**src/rtl/avm_audio_config_master.sv**
```systemverilog
// Avalon-MM master that writes the WM8731 codec bring-up table through the audio
// controller's I2C command register, polling the status register after each write.
module avm_audio_config_master #(
  parameter int unsigned SYSCLK      = 50,
  parameter logic [4:0]  I2C_ADDR    = 5'h00,
  parameter logic [4:0]  STATUS_ADDR = 5'h1F,
  parameter int unsigned BUSY_BIT    = 0,
  parameter int unsigned RD_LATENCY  = 1,
  parameter int unsigned POLL_GAP    = 16,
  parameter int unsigned TIMEOUT_CYC = SYSCLK * 1000
) (
  input  logic        clk,
  input  logic        rst,
  input  logic        start,
  output logic        busy,
  output logic        done,
  output logic        error,
  output logic [3:0]  entry_idx,
  output logic [4:0]  avm_address,
  output logic        avm_select,
  output logic        avm_read,
  output logic        avm_write,
  output logic [31:0] avm_writedata,
  input  logic [31:0] avm_readdata
);

  localparam int unsigned NUM_ENTRIES = 11;
  localparam int unsigned LAST_IDX    = NUM_ENTRIES - 1;
  localparam int unsigned GW          = (POLL_GAP > 1) ? $clog2(POLL_GAP) : 1;
  localparam int unsigned LW          = (RD_LATENCY > 1) ? $clog2(RD_LATENCY) : 1;
  localparam int unsigned TW          = $clog2(TIMEOUT_CYC + 1);
  localparam logic [4:0]  BB          = 5'(BUSY_BIT);

  typedef enum logic [2:0] {
    S_IDLE,
    S_WRITE,
    S_GAP,
    S_RD,
    S_RDWAIT,
    S_DONE,
    S_ERROR
  } state_t;

  state_t         state, state_next;
  logic [GW-1:0]  gcnt, gcnt_next;
  logic [LW-1:0]  lcnt, lcnt_next;
  logic [TW-1:0]  tcnt, tcnt_next, tcnt_inc;
  logic           timeout;
  logic           busy_next, done_next, error_next;
  logic [3:0]     idx_next;
  logic [4:0]     addr_next;
  logic           sel_next, rd_next, wr_next;
  logic [31:0]    wdata_next;

  // Codec command words: {reg[6:0], data[8:0]}
  function automatic logic [15:0] cmd_word(input logic [3:0] idx);
    case (idx)
      4'd0:    cmd_word = 16'h1E00;
      4'd1:    cmd_word = 16'h0017;
      4'd2:    cmd_word = 16'h0217;
      4'd3:    cmd_word = 16'h0479;
      4'd4:    cmd_word = 16'h0679;
      4'd5:    cmd_word = 16'h0812;
      4'd6:    cmd_word = 16'h0A00;
      4'd7:    cmd_word = 16'h0C00;
      4'd8:    cmd_word = 16'h0E02;
      4'd9:    cmd_word = 16'h1000;
      4'd10:   cmd_word = 16'h1201;
      default: cmd_word = 16'h0000;
    endcase
  endfunction

  assign tcnt_inc = tcnt + TW'(1);
  // Counter reaches TIMEOUT_CYC at the edge this is seen
  assign timeout  = (tcnt_inc == TW'(TIMEOUT_CYC));

  // Next-state and next-output logic
  always_comb begin
    state_next = state;
    idx_next   = entry_idx;
    done_next  = done;
    error_next = error;
    gcnt_next  = gcnt;
    lcnt_next  = lcnt;
    tcnt_next  = '0;
    busy_next  = 1'b0;
    sel_next   = 1'b0;
    rd_next    = 1'b0;
    wr_next    = 1'b0;
    addr_next  = '0;
    wdata_next = '0;

    case (state)
      S_IDLE, S_DONE, S_ERROR: begin
        if (start) begin
          state_next = S_WRITE;
          idx_next   = '0;
          done_next  = 1'b0;
          error_next = 1'b0;
        end
      end
      S_WRITE: begin
        tcnt_next  = tcnt_inc;
        gcnt_next  = '0;
        state_next = S_GAP;
      end
      S_GAP: begin
        tcnt_next = tcnt_inc;
        if (timeout) begin
          state_next = S_ERROR;
          error_next = 1'b1;
        end else if (gcnt == GW'(POLL_GAP - 1)) begin
          state_next = S_RD;
        end else begin
          gcnt_next = gcnt + GW'(1);
        end
      end
      S_RD: begin
        tcnt_next = tcnt_inc;
        lcnt_next = '0;
        if (timeout) begin
          state_next = S_ERROR;
          error_next = 1'b1;
        end else begin
          state_next = S_RDWAIT;
        end
      end
      S_RDWAIT: begin
        tcnt_next = tcnt_inc;
        // A not-busy sample beats a timeout landing on the same cycle
        if (lcnt == LW'(RD_LATENCY - 1) && !avm_readdata[BB]) begin
          if (entry_idx == 4'(LAST_IDX)) begin
            state_next = S_DONE;
            done_next  = 1'b1;
          end else begin
            state_next = S_WRITE;
            idx_next   = entry_idx + 4'd1;
          end
        end else if (timeout) begin
          state_next = S_ERROR;
          error_next = 1'b1;
        end else if (lcnt == LW'(RD_LATENCY - 1)) begin
          state_next = S_GAP;
          gcnt_next  = '0;
        end else begin
          lcnt_next = lcnt + LW'(1);
        end
      end
      default: state_next = S_IDLE;
    endcase

    if (state_next == S_WRITE) begin
      tcnt_next = '0;
    end

    case (state_next)
      S_WRITE: begin
        busy_next  = 1'b1;
        sel_next   = 1'b1;
        wr_next    = 1'b1;
        addr_next  = I2C_ADDR;
        wdata_next = {16'h0000, cmd_word(idx_next)};
      end
      S_RD: begin
        busy_next = 1'b1;
        sel_next  = 1'b1;
        rd_next   = 1'b1;
        addr_next = STATUS_ADDR;
      end
      S_GAP, S_RDWAIT: busy_next = 1'b1;
      default: ;
    endcase
  end

  // State and registered outputs
  always_ff @(posedge clk) begin
    if (!rst) begin
      state         <= S_IDLE;
      gcnt          <= '0;
      lcnt          <= '0;
      tcnt          <= '0;
      busy          <= 1'b0;
      done          <= 1'b0;
      error         <= 1'b0;
      entry_idx     <= '0;
      avm_address   <= '0;
      avm_select    <= 1'b0;
      avm_read      <= 1'b0;
      avm_write     <= 1'b0;
      avm_writedata <= '0;
    end else begin
      state         <= state_next;
      gcnt          <= gcnt_next;
      lcnt          <= lcnt_next;
      tcnt          <= tcnt_next;
      busy          <= busy_next;
      done          <= done_next;
      error         <= error_next;
      entry_idx     <= idx_next;
      avm_address   <= addr_next;
      avm_select    <= sel_next;
      avm_read      <= rd_next;
      avm_write     <= wr_next;
      avm_writedata <= wdata_next;
    end
  end

endmodule

```
**config.mk**
```make
export PLATFORM = sky130hd
export DESIGN_NAME = avm_audio_config_master
export DESIGN_NICKNAME = d
export VERILOG_FILES = /design/src/rtl/avm_audio_config_master.sv
export SDC_FILE = /design/constraint.sdc
export NUM_CORES = 1
export LEC_CHECK = 0
export BUFFER_PORTS_ARGS = -buffer_cell sky130_fd_sc_hd__buf_4
export CAP_MARGIN = 20
export CELL_PAD_IN_SITES_DETAIL_PLACEMENT = 0
export CELL_PAD_IN_SITES_GLOBAL_PLACEMENT = 1
export CORE_MARGIN = 2
export CORE_UTILIZATION = 38
export CTS_BUF_LIST = sky130_fd_sc_hd__clkbuf_4
export DETAILED_ROUTE_END_ITERATION = 6
export GPL_ROUTABILITY_DRIVEN = 0
export PLACE_DENSITY = 0.85
export REMOVE_ABC_BUFFERS = 1
export SLEW_MARGIN = 20
export SYNTH_ARGS = -nofsm -noshare
export SYNTH_HDL_FRONTEND = slang
export SYNTH_SLANG_ARGS = --single-unit
```
**constraint.sdc**
```tcl
create_clock -name clk -period 2.65 [get_ports clk]
set_input_delay 0.265 -clock clk [delete_from_list [all_inputs] [get_ports clk]]
set_output_delay 0.265 -clock clk [all_outputs]
set_load 0.1 [all_outputs]
```
# After elaboration in Yosys (flattened, before gate mapping)
# Memories as Yosys holds them, arrays and structs flattened. A register that Yosys moved wholly into a read port is not among the register bits.
# Cells that the tools add are included.
dict set report word_totals {
  reg_bits 71
  romBits 176
  word_cells 97
  mem_count 1
}
# name depth word_bits read_ports rd_ports_with_merged_regs write_ports line_no
set memory_table {}
lappend memory_table {{(no name shown)} 16 11 1 1 0 57} ;# case (idx)
dict set report classes {
  n_addsub 4
  eq_ne 21
  n_mux 35
  n_bitwise 3
  reduce_logical 19
}
# op count
set ops {}
lappend ops {{4-bit two-way mux} 8}
lappend ops {{3-bit two-way mux} 7}
lappend ops {{16-bit by 1-bit adder with 16-bit output (second input constant)} 1}
lappend ops {{16-bit == test (second input constant)} 1}
lappend ops {{2-bit != test (second input constant)} 8}
lappend ops {{3-bit one-hot mux with 5 select lines} 1}
lappend ops {{3-bit by 2-bit == test with 1-bit output (second input constant)} 4}
lappend ops {{3-bit == test (second input constant)} 4}
lappend ops {{1-bit two-way mux} 12}
lappend ops {{4-bit one-hot mux with 3 select lines} 1}
lappend ops {{4-bit by 1-bit adder with 4-bit output (second input constant)} 2}
lappend ops {{4-bit == test (second input constant)} 2}
lappend ops {{4-bit one-hot mux with 2 select lines} 1}
lappend ops {{4-bit OR reduction} 2}
lappend ops {{3-bit by 1-bit == test with 1-bit output (second input constant)} 2}
lappend ops {{3-bit AND reduction} 2}
lappend ops {{6-bit AND reduction} 1}
lappend ops {{3-bit nonzero test} 2}
lappend ops {{3-bit OR reduction} 2}
lappend ops {{5-bit two-way mux} 1}
lappend ops {{1-bit one-hot mux with 2 select lines} 2}
lappend ops {{4-bit AND reduction} 1}
lappend ops {{2-bit nonzero test} 2}
lappend ops {{2-bit OR reduction} 2}
lappend ops {{other kinds (8)} 11}

# Depth between registers and ports, before layout
# Gate-level depths: netlist (run 1).
dict set report logic_depth {
  depth_word 8
  depth_mapped 14
  depth_no_buf 13
}

# Worst setup path after synthesis (run 1)
# Ideal clock, no wire load.
dict set report synth_path {
  path_type {reg2reg}
  start {reg entry_idx[0]}
  end {reg avm_writedata[12]}
  setup_ps 116
  arrival_time_ps 2985
  setup_slack_ps -450
  stages_incl_launch_ff 10
  n_path_buf 1
  synth_period_minus_slack_ps 3100
  cell_sequence {dfxtp_1 -> inv_1 -> ha_1 -> and3b_1 -> clkbuf_1 -> o41ai_1 -> inv_1 -> ha_1 -> mux2_2 -> and3_1}
}
# element line_no
set synth_rtl {}
lappend synth_rtl {{start: declaration} 18} ;# output logic [3:0] entry_idx,
lappend synth_rtl {{start signal: assignment} 199} ;# entry_idx <= idx_next;
lappend synth_rtl {{4-bit by 1-bit adder with 4-bit output or 4-bit == test (tied branches)} {137, 132}}
lappend synth_rtl {{4-bit two-way mux} 132} ;# if (entry_idx == 4'(LAST_IDX)) begin
lappend synth_rtl {{4-bit two-way mux} 131} ;# if (lcnt == LW'(RD_LATENCY - 1) && !avm_readdata[BB]) begin
lappend synth_rtl {{4-bit one-hot mux with 2 select lines *} 93} ;# case (state)
lappend synth_rtl {{via idx_next[0]} 50} ;# logic [3:0] idx_next;
lappend synth_rtl {{end: declaration} 23} ;# output logic [31:0] avm_writedata,
# Mark *: on every way through the listed nets, which the timed path passes. The rest lies on a longest branch.
# A chain may end at the register's enable or synchronous reset.

# Worst setup path after layout (run 1)
dict set report layout_path {
  start {reg tcnt[0]}
  end {reg busy}
}
dict set report layout_between {
  elab_chain_cells 8
}
# element line_no
set layout_rtl {}
lappend layout_rtl {{start: declaration} 47} ;# logic [TW-1:0] tcnt, tcnt_next, tcnt_inc;
lappend layout_rtl {{start signal: assignment} 195} ;# tcnt <= tcnt_next;
lappend layout_rtl {{16-bit by 1-bit adder with 16-bit output *} 73} ;# assign tcnt_inc = tcnt + TW'(1);
lappend layout_rtl {{16-bit == test *} 75} ;# assign timeout = (tcnt_inc == TW'(TIMEOUT_CYC));
lappend layout_rtl {{3-bit two-way mux} 139} ;# end else if (timeout) begin
lappend layout_rtl {{3-bit two-way mux} 131}
lappend layout_rtl {{3-bit one-hot mux with 5 select lines *} 93}
lappend layout_rtl {{3-bit by 1-bit == test with 1-bit output (tied with other cells)} 156} ;# case (state_next)
lappend layout_rtl {{4-bit OR reduction (no source line) *} -}
lappend layout_rtl {{1-bit two-way mux *} 156}
lappend layout_rtl {{end signal: assignment} 196} ;# busy <= busy_next;
lappend layout_rtl {{end: declaration} 15} ;# output logic busy,
# Every way passes the cells marked *; elsewhere a longest branch is shown, timed or not.

==> results_dict.tcl, run 1 <==
set metrics [dict create \
    die_h_microns 83.72 \
    final_core_util 0.4465 \
    start_util 0.3869 \
    slew_violations 0 \
    postSynthAreaPerCell_sq_um 8.443 \
    drt-wirelength-per-cell_microns 11.35 \
    synth_ff_type "dfxtp_1" \
    clockRootBuffer "clkbuf_4" \
    drt_first_pass_iters 4 \
    drive_gt1_frac 0.2167 \
    fin_ws_ns 0.1442 \
    netSwitchingPower_mw 0.5279 \
    cp.required_ns 2.95 \
    ir_drop_mv 0.3037 \
    drc 0 \
    crit_type "reg -> reg" \
    grt_pass1_wl_microns 7707 \
    fin_total_pwr_mw 1.453 \
    n_fill_cell 611 \
    period_minus_slack_ns 2.506 \
    die_width_microns 83.72 \
    slew_headroom 0.4794 \
    skew_ns 0.01196 \
    met2_length_microns 2148 \
    drv_cap 0 \
    holdCritPathClass "in -> reg" \
    core_sq_um 6241 \
    wl_met3_microns 140 \
    design_area_sq_um 2786 \
    antenna_found_initial 0 \
    antennaDiodeCount 0 \
    seq_power_share 0.454 \
    pwr-share-comb 0.257 \
    cp-start-kind "register" \
    pin_count 82 \
    postPlaceCellArea_sq_um 2668 \
    grt_overflow 0 \
    crit_path_end_kind "register" \
    grt_use_total 0.1310 \
    fin_nets 367 \
    ys_ff_latch 42 \
    finalSetupViolations 0 \
    rsz0062_at_grt "false" \
    power.leakage_nw 1.186 \
    mostFrequentLayoutCells "buf_4, dfxtp_1, nor2_1, conb_1, nand2_1" \
    drtIter0Drc 50 \
    cts_tree "yes" \
    cts_sinks 42 \
    tightest_slew_ns 0.7709 \
    power.density_nw_per_um2 521.5 \
    syn2layout_area_growth_pct 15.39 \
    place_ws_ns 0.1508 \
    clk_latency_ns 0.36 \
    placed_cells 389 \
    dp_hpwl_microns 3305 \
    final.period_utilization 0.9456 \
    m1WireLength_microns 2173 \
    ys_seq_area_frac 0.3482 \
    synth_warnings 0 \
    portBuffers 29 \
    finalNonFillerCells 400 \
    netlist_instances 286 \
    die_area_sq_um 7008 \
    routed.top_layer "met4" \
    hold_viol 0 \
    fmax_mhz 399.1 \
    antenna_left 0 \
    placementRows 29 \
    final_common_cell "buf_4" \
    cts_max_level 2 \
    synth_edf_count 0 \
    drt_wl_total_microns 4538 \
    clock_power_share 0.289 \
    vias 1922 \
    swShare 0.3633 \
    clock_path_buffers 2 \
    status "finished, final reports clean" \
    syn_area_sq_um 2415 \
    clkTransAtPathRegs_ns 0.13 \
    arrival_ns 2.81 \
    grt_max_degree 17 \
    cts_buffers 5 \
    grt_pass1_vias 1744 \
    critical_path.max_fanout 6 \
    internal_power_mw 0.9253 \
    vias_per_cell 4.805 \
    yosys.cell_types.count 55 \
    async_flop_share 0 \
]
## sequential cells by signal (all words and copies together), names as in the netlist
register,count
entry_idx,4
state,3
avm_write,1
busy,1
avm_writedata,9
avm_address,1
error,1
done,1
avm_select,1
tcnt,16
gcnt,4
## timing repair
| action | CTS | global route |
|---|---|---|
| buffers inserted | 0 | 3 |
| resized for setup | 0 | 2 |
| setup endpoints to repair | 0 | 3 |
| hold buffers | 0 | 0 |
## power groups by stage
| stage | registers, mW | logic [mW] | clock network [mW] |
|---|---|---|---|
| 6_report | 0.659 | 0.374 | 0.420 |
| 5_1_grt | 0.662 | 0.393 | 0.454 |
| 2_1_floorplan | 0.780 | 0.200 | 0 |
| 4_1_cts | 0.659 | 0.371 | 0.436 |
| 3_3_place_gp | 0.673 | 0.369 | 0 |
| 3_5_place_dp | 0.673 | 0.370 | 0 |
## cells by family after synthesis
group | Yosys count | synth area share
simple gates | 112 | 0.2523
other cells | 1 | 0.001553
fa+ha+maj | 10 | 0.05181
mux | 6 | 0.02539
xor+xnor | 15 | 0.05441
compound gates | 48 | 0.1399
flops | 42 | 0.3482
buf+inv | 52 | 0.1264
## path summary, 6_finish.rpt
path	from	end	slack, ns	cells past startpoint
max	tcnt[0]	busy	0.14	9
min	rst	gcnt[2]	0.22	3
max reg2reg	tcnt[0]	busy	0.14	9
min reg2reg	tcnt[0]	tcnt[0]	0.48	1
## layer usage
layer  vias up  GRT usage
li1       1011          -
met2        31     0.2225
met4         0    0.05865
met5         -          0
met3         7    0.02868
met1       873     0.1578
## cells in the mapped netlist (all sizes together), types with 3 or more instances
master   n  area share
and4     4       0.016
and3     5       0.013
nor2    37       0.058
a21oi   12       0.026
xnor2    8       0.029
nand4    8       0.021
nand3   11       0.025
inv     13       0.020
nand2   18       0.029
mux2i    5       0.021
buf     32       0.095
o31ai    3      0.0093
dfxtp   42        0.35
nand2b   5       0.013
clkbuf   7       0.011
nand3b   3      0.0093
and2     6       0.016
ha      10       0.052
xor2     7       0.025
o21ai   16       0.033
## through the flow
step	hold slack, ns	setup TNS, ns
4_1_cts	0.2038	0
3_3_place_gp	0.4669	0
3_5_place_dp	0.4764	0
6_report	0.2182	0
2_1_floorplan	0.4064	-12.21
5_1_grt	0.2365	0
## layout make-up
type	count	area (sq um)	share of cell area
multi-input cells	212	1356	0.4868
repair buffers	48	360.3	0.1293
well taps	77	96.34	0.03458
inverters	13	48.80	0.01751
flip-flops and latches	42	842.1	0.3022
clock inverters	2	37.54	0.01347
clock buffers	6	45.04	0.01617
## worst max-delay path: stages (launching register included)
cell      delay (ns)
dfxtp_2         0.37
ha_1            0.21
and2_1          0.18
and4_1          0.25
or3b_1          0.41
a22oi_4         0.20
nand2_4         0.10
a221o_1         0.39
a211oi_2        0.22
a31o_1          0.11
Note: power is estimated with default switching activity, not from simulation.
==> inputs of run 2 (changes only) <==
- BUFFER_PORTS_ARGS: -buffer_cell sky130_fd_sc_hd__buf_4 -> -buffer_cell sky130_fd_sc_hd__buf_2
- PLACE_DENSITY: 0.85 -> 0.84
==> run 2 against run 1 <==
  * Die area is the same
  * Via count is 2.8% higher
  * Hold slack got worse by 0.0049 ns
  * Maximum frequency fell by 0.39%
  * First-iteration DRC count rose by 50%
  * Routed wire length is 1.5% higher
==> results_dict.tcl, run 2 (same netlist as run 1, synthesis figures left out) <==
set metrics [dict create \
    status "finished, final reports clean" \
    hold_viol 0 \
    fin_nets 366 \
    grt_overflow 0 \
    cts_sinks 42 \
    regMostFlops "tcnt" \
    cp.required_ns 2.97 \
    fmax_mhz 397.5 \
    vias_per_cell 4.952 \
    pin_count 82 \
    multi_input_area_sq_um 1365 \
    arrival_ns 2.84 \
    grt_pass1_vias 1770 \
    antennaDiodeCount 0 \
    die_width_microns 83.72 \
    cts_max_level 2 \
    crit_chain "ha_1, and2_2, and4_1, or3b_1, a22oi_4, nand2_4, a221o_1, a211oi_2, a31o_1" \
    cts_buffers 5 \
    dp_hpwl_microns 3405 \
    placed_cells 390 \
    antenna_found_initial 0 \
    cts_hold_buf 0 \
    design_area_sq_um 2696 \
    postPlaceCellArea_sq_um 2603 \
    crit_path_end_kind "register" \
    final_common_cell "dfxtp_1" \
    die_h_microns 83.72 \
    slew_headroom 0.5600 \
    slowest_stage "or3b_1" \
    clk_latency_ns 0.37 \
    rsz0062_at_grt "false" \
    drv_cap 0 \
    max_stage_delay_ns 0.40 \
    drive_gt1_frac 0.2205 \
    drt-wirelength-per-cell_microns 11.55 \
    period_minus_slack_ns 2.516 \
    clkTransAtPathRegs_ns 0.15 \
    start_util 0.3869 \
    power.density_nw_per_um2 513.6 \
    critical_path.max_fanout 7 \
    final.period_utilization 0.9493 \
    finalNonFillerCells 399 \
    crit_type "reg -> reg" \
    portBuffers 29 \
    seq_area_sq_um 842.1 \
    placementRows 29 \
    clockRootBuffer "clkbuf_4" \
    grt_max_degree 17 \
    die_area_sq_um 7008 \
    drc 0 \
    cp-start-kind "register" \
    power.leakage_nw 1.184 \
    clock_path_buffers 2 \
    tightest_slew_ns 0.6528 \
    ir_drop_mv 0.3111 \
    place_ws_ns 0.1018 \
    grt_pass1_wl_microns 7755 \
    finalSetupViolations 0 \
    syn2layout_area_growth_pct 11.66 \
    core_sq_um 6241 \
    fin_ws_ns 0.1344 \
    antenna_left 0 \
    mostFrequentLayoutCells "dfxtp_1, nor2_1, buf_2, conb_1, buf_4" \
    reg.largest.list "tcnt x16, avm_writedata x9" \
    holdCritPathClass "in -> reg" \
    skew_ns 0.01146 \
    drt_wl_total_microns 4607 \
    grt_use_total 0.1319 \
    n_fill_cell 645 \
    drt_first_pass_iters 4 \
    cts_tree "yes" \
    vias 1976 \
    largest_reg_flops 16 \
    slew_violations 0 \
    r2r_slack_ns 0.13 \
    drtIter0Drc 75 \
]
-- run 2: timing repair --
| item | 4_1_cts | 5_1_grt |
|---|---|---|
| setup buffers | 0 | 1 |
| resized for setup | 0 | 4 |
| setup endpoints to repair | 0 | 8 |
-- run 2: layer usage --
layer | vias to the layer above | wire length [microns] | GRT usage
li1 | 1006 | - | -
met1 | 906 | 2124 | 0.1644
met2 | 56 | 2195 | 0.2196
met3 | 8 | 204 | 0.02770
met4 | 0 | 82 | 0.05718
met5 | - | 0 | 0
-- run 2: power breakdown --
group / switching [mW] / internal (mW) / total [mW]
logic: 0.309 / 0.0589 / 0.368
registers: 0.00877 / 0.649 / 0.657
clock network: 0.246 / 0.114 / 0.360
-- run 2: worst paths after layout --
kind | start | endpoint | cells past startpoint
max | tcnt[1] | busy | 9
min | rst | gcnt[2] | 3
max reg2reg | tcnt[1] | busy | 9
min reg2reg | error | error | 2
-- run 2: metrics by stage --
stage / power [mW] / setup TNS (ns) / hold slack (ns) / util
3_5_place_dp: 1.035 / 0 / 0.4719 / 0.4170
5_1_grt: 1.447 / 0 / 0.2419 / 0.4320
4_1_cts: 1.396 / 0 / 0.1980 / 0.4272
6_report: 1.385 / 0 / 0.2133 / 0.4320
3_3_place_gp: 1.033 / 0 / 0.4630 / 0.4170
2_1_floorplan: 0.9800 / -12.21 / 0.4064 / -
-- run 2: area by class of cell --
cell class,count,share of cell area
Clock buffer,5,0.01392
Clock inverter,3,0.009745
Inverter,13,0.01810
Multi-Input combinational cell,212,0.5063
Sequential cell,42,0.3123
Tap cell,77,0.03573
Timing Repair Buffer,47,0.1039
-- run 2: worst max-delay path: cells and delay by family (launching register included) --
| kind | cells | cell delay, ns |
|---|---|---|
| AND/OR/NAND/NOR | 4 | 0.98 |
| AO/OA/AOI/OAI | 4 | 0.91 |
| adder cells (fa/ha/maj) | 1 | 0.20 |
| flip-flops | 1 | 0.37 |
==> inputs of run 3 (changes only) <==
- CORE_UTILIZATION: 38 -> 34
- PLACE_DENSITY: 0.84 -> 0.79
- clock period: 2.65 -> 2.3 ns (I/O delays scaled with it)
==> run 3 against run 2 <==
  * Design area up 14%
  * Global-route usage rose by 0.18 points
  * First-iteration DRC count did not move
  * Via count rose by 5.6%
  * Utilization up 1.8 points
  * Clock power increased by 6.7%
  * Critical path depth is the same
  * Count of clock-buffer cells in the layout unchanged
  * Power is 15% higher
  * Routed wire length up 12%
==> results_dict.tcl, run 3 (same netlist as run 1, synthesis figures left out) <==
set metrics [dict create \
    drc 0 \
    internal_power_mw 0.9530 \
    finalNonFillerCells 450 \
    finalSetupViolations 0 \
    r2r_slack_ns 0.05 \
    portBuffers 29 \
    drtIter0Drc 75 \
    die_area_sq_um 7792 \
    slowest_stage "or3b_4" \
    cts_sinks 42 \
    placed_cells 437 \
    period_minus_slack_ns 2.251 \
    clkTransAtPathRegs_ns 0.15 \
    reg.largest.list "tcnt x16, avm_writedata x9" \
    largest_reg_flops 16 \
    holdCritPathClass "in -> reg" \
    seq_area_sq_um 848.3 \
    status "finished, final reports clean" \
    drv_cap 0 \
    max_stage_delay_ns 0.38 \
    cp-start-kind "register" \
    skew_ns 0.02290 \
    crit_type "reg -> reg" \
    seq_power_share 0.476 \
    die_width_microns 88.28 \
    slew_headroom 0.5389 \
    critical_path.max_fanout 5 \
    crit_chain "ha_2, and2_4, and4_4, or3b_4, a22oi_4, nand2_2, a221o_1, a211oi_2, a31o_1" \
    grt_overflow 0 \
    drt_first_pass_iters 4 \
    final_core_util 0.4496 \
    antenna_left 0 \
    start_util 0.3535 \
    min_to "gcnt[2]" \
    core_sq_um 6832 \
    antennaDiodeCount 0 \
    fin_setup_tns_ns 0 \
    hold_depth 3 \
    r2r-end "busy" \
    grt_pass1_wl_microns 8321 \
    drt_wl_total_microns 5162 \
    vias 2086 \
    clk_latency_ns 0.37 \
    arrival_ns 2.58 \
    cp.required_ns 2.63 \
    fin_nets 398 \
    reg2reg_depth 9 \
    antenna_found_initial 0 \
    ir_drop_mv 0.2706 \
    cts_tree "yes" \
    mostFrequentLayoutCells "buf_4, dfxtp_1, nor2_1, buf_2, conb_1" \
    placementRows 30 \
    cts_buffers 5 \
    power.leakage_nw 1.357 \
    swShare 0.4023 \
    reg2reg_from "tcnt[0]" \
    postPlaceCellArea_sq_um 2836 \
    hp-start "rst" \
    syn2layout_area_growth_pct 27.20 \
    pwr-share-comb 0.283 \
    grt_use_total 0.1337 \
    rsz0062_at_grt "true" \
    drive_gt1_frac 0.3616 \
    die_h_microns 88.28 \
    netSwitchingPower_mw 0.6415 \
    final.period_utilization 0.9785 \
    fmax_mhz 444.3 \
    cts_max_level 2 \
    slew_violations 0 \
    design_area_sq_um 3072 \
    regMostFlops "tcnt" \
    clock_path_buffers 2 \
    hold_viol 0 \
    tightest_slew_ns 0.6842 \
    final_common_cell "buf_4" \
    clock_power_share 0.241 \
    drt-wirelength-per-cell_microns 11.47 \
    multi_input_area_sq_um 1464 \
    pin_count 82 \
    dp_hpwl_microns 3717 \
    grt_pass1_vias 1835 \
    n_fill_cell 711 \
    grt_max_degree 17 \
    vias_per_cell 4.636 \
    power.density_nw_per_um2 519.1 \
    clockRootBuffer "clkbuf_4" \
    crit_path_end_kind "register" \
]
[run 3: through the flow]
stage	hold slack, ns	total power, mW	setup WS (ns)
2_1_floorplan	0.3714	1.129	-2.060
3_3_place_gp	0.4688	1.203	-0.09806
3_5_place_dp	0.4856	1.204	-0.1181
4_1_cts	0.1732	1.593	0.006009
5_1_grt	0.2155	1.661	-0.05046
6_report	0.1963	1.595	0.04944
[run 3: worst max path at each step]
stage	cells past startpoint	to	slack, ns	from
after floorplan	0	avm_address[0]	-2.06	avm_address[3]
after global placement	6	avm_writedata[1]	-0.1	state[1]
after detailed placement	6	avm_writedata[1]	-0.12	state[1]
after CTS	11	avm_writedata[12]	0.006	entry_idx[0]
after global routing	13	avm_writedata[0]	-0.05	state[0]
final	9	busy	0.05	tcnt[0]
[run 3: worst max-delay path: cells and delay by family, from the launching register on]
kind | cells | cell delay [ns]
AOI/OAI and AO/OA | 4 | 0.85
adders and majority gates | 1 | 0.18
DFF | 1 | 0.35
and+or+nand+nor | 4 | 0.83
[run 3: repair_timing]
item	CTS	global route
hold endpoints to repair	0	0
hold buffers	0	0
pin swaps	3	8
setup buffers	1	5
gates resized for setup	7	31
endpoints found under the setup margin	8	16
[run 3: layer usage]
metal	track usage	routed length, microns	part of all wire	vias to the layer above
li1	-	-	-	1073
met1	0.1678	2331	0.45	970
met2	0.2242	2570	0.50	35
met3	0.02985	155	0.030	8
met4	0.05096	104	0.020	0
met5	0	0	0	-
[run 3: cell type report]
type,instances,area share
multi-input cells,212,0.4766
flip-flops and latches,42,0.2762
repair buffers,79,0.1731
well taps,96,0.03910
inverters,13,0.01589
clock buffers,5,0.01222
clock inverters,3,0.006925
[run 3: power groups by stage]
stage	clock (mW)	sequential, mW	combinational, mW
2_1_floorplan	0	0.899	0.230
3_3_place_gp	0	0.773	0.430
3_5_place_dp	0	0.774	0.431
4_1_cts	0.402	0.758	0.433
5_1_grt	0.424	0.762	0.474
6_report	0.384	0.759	0.451
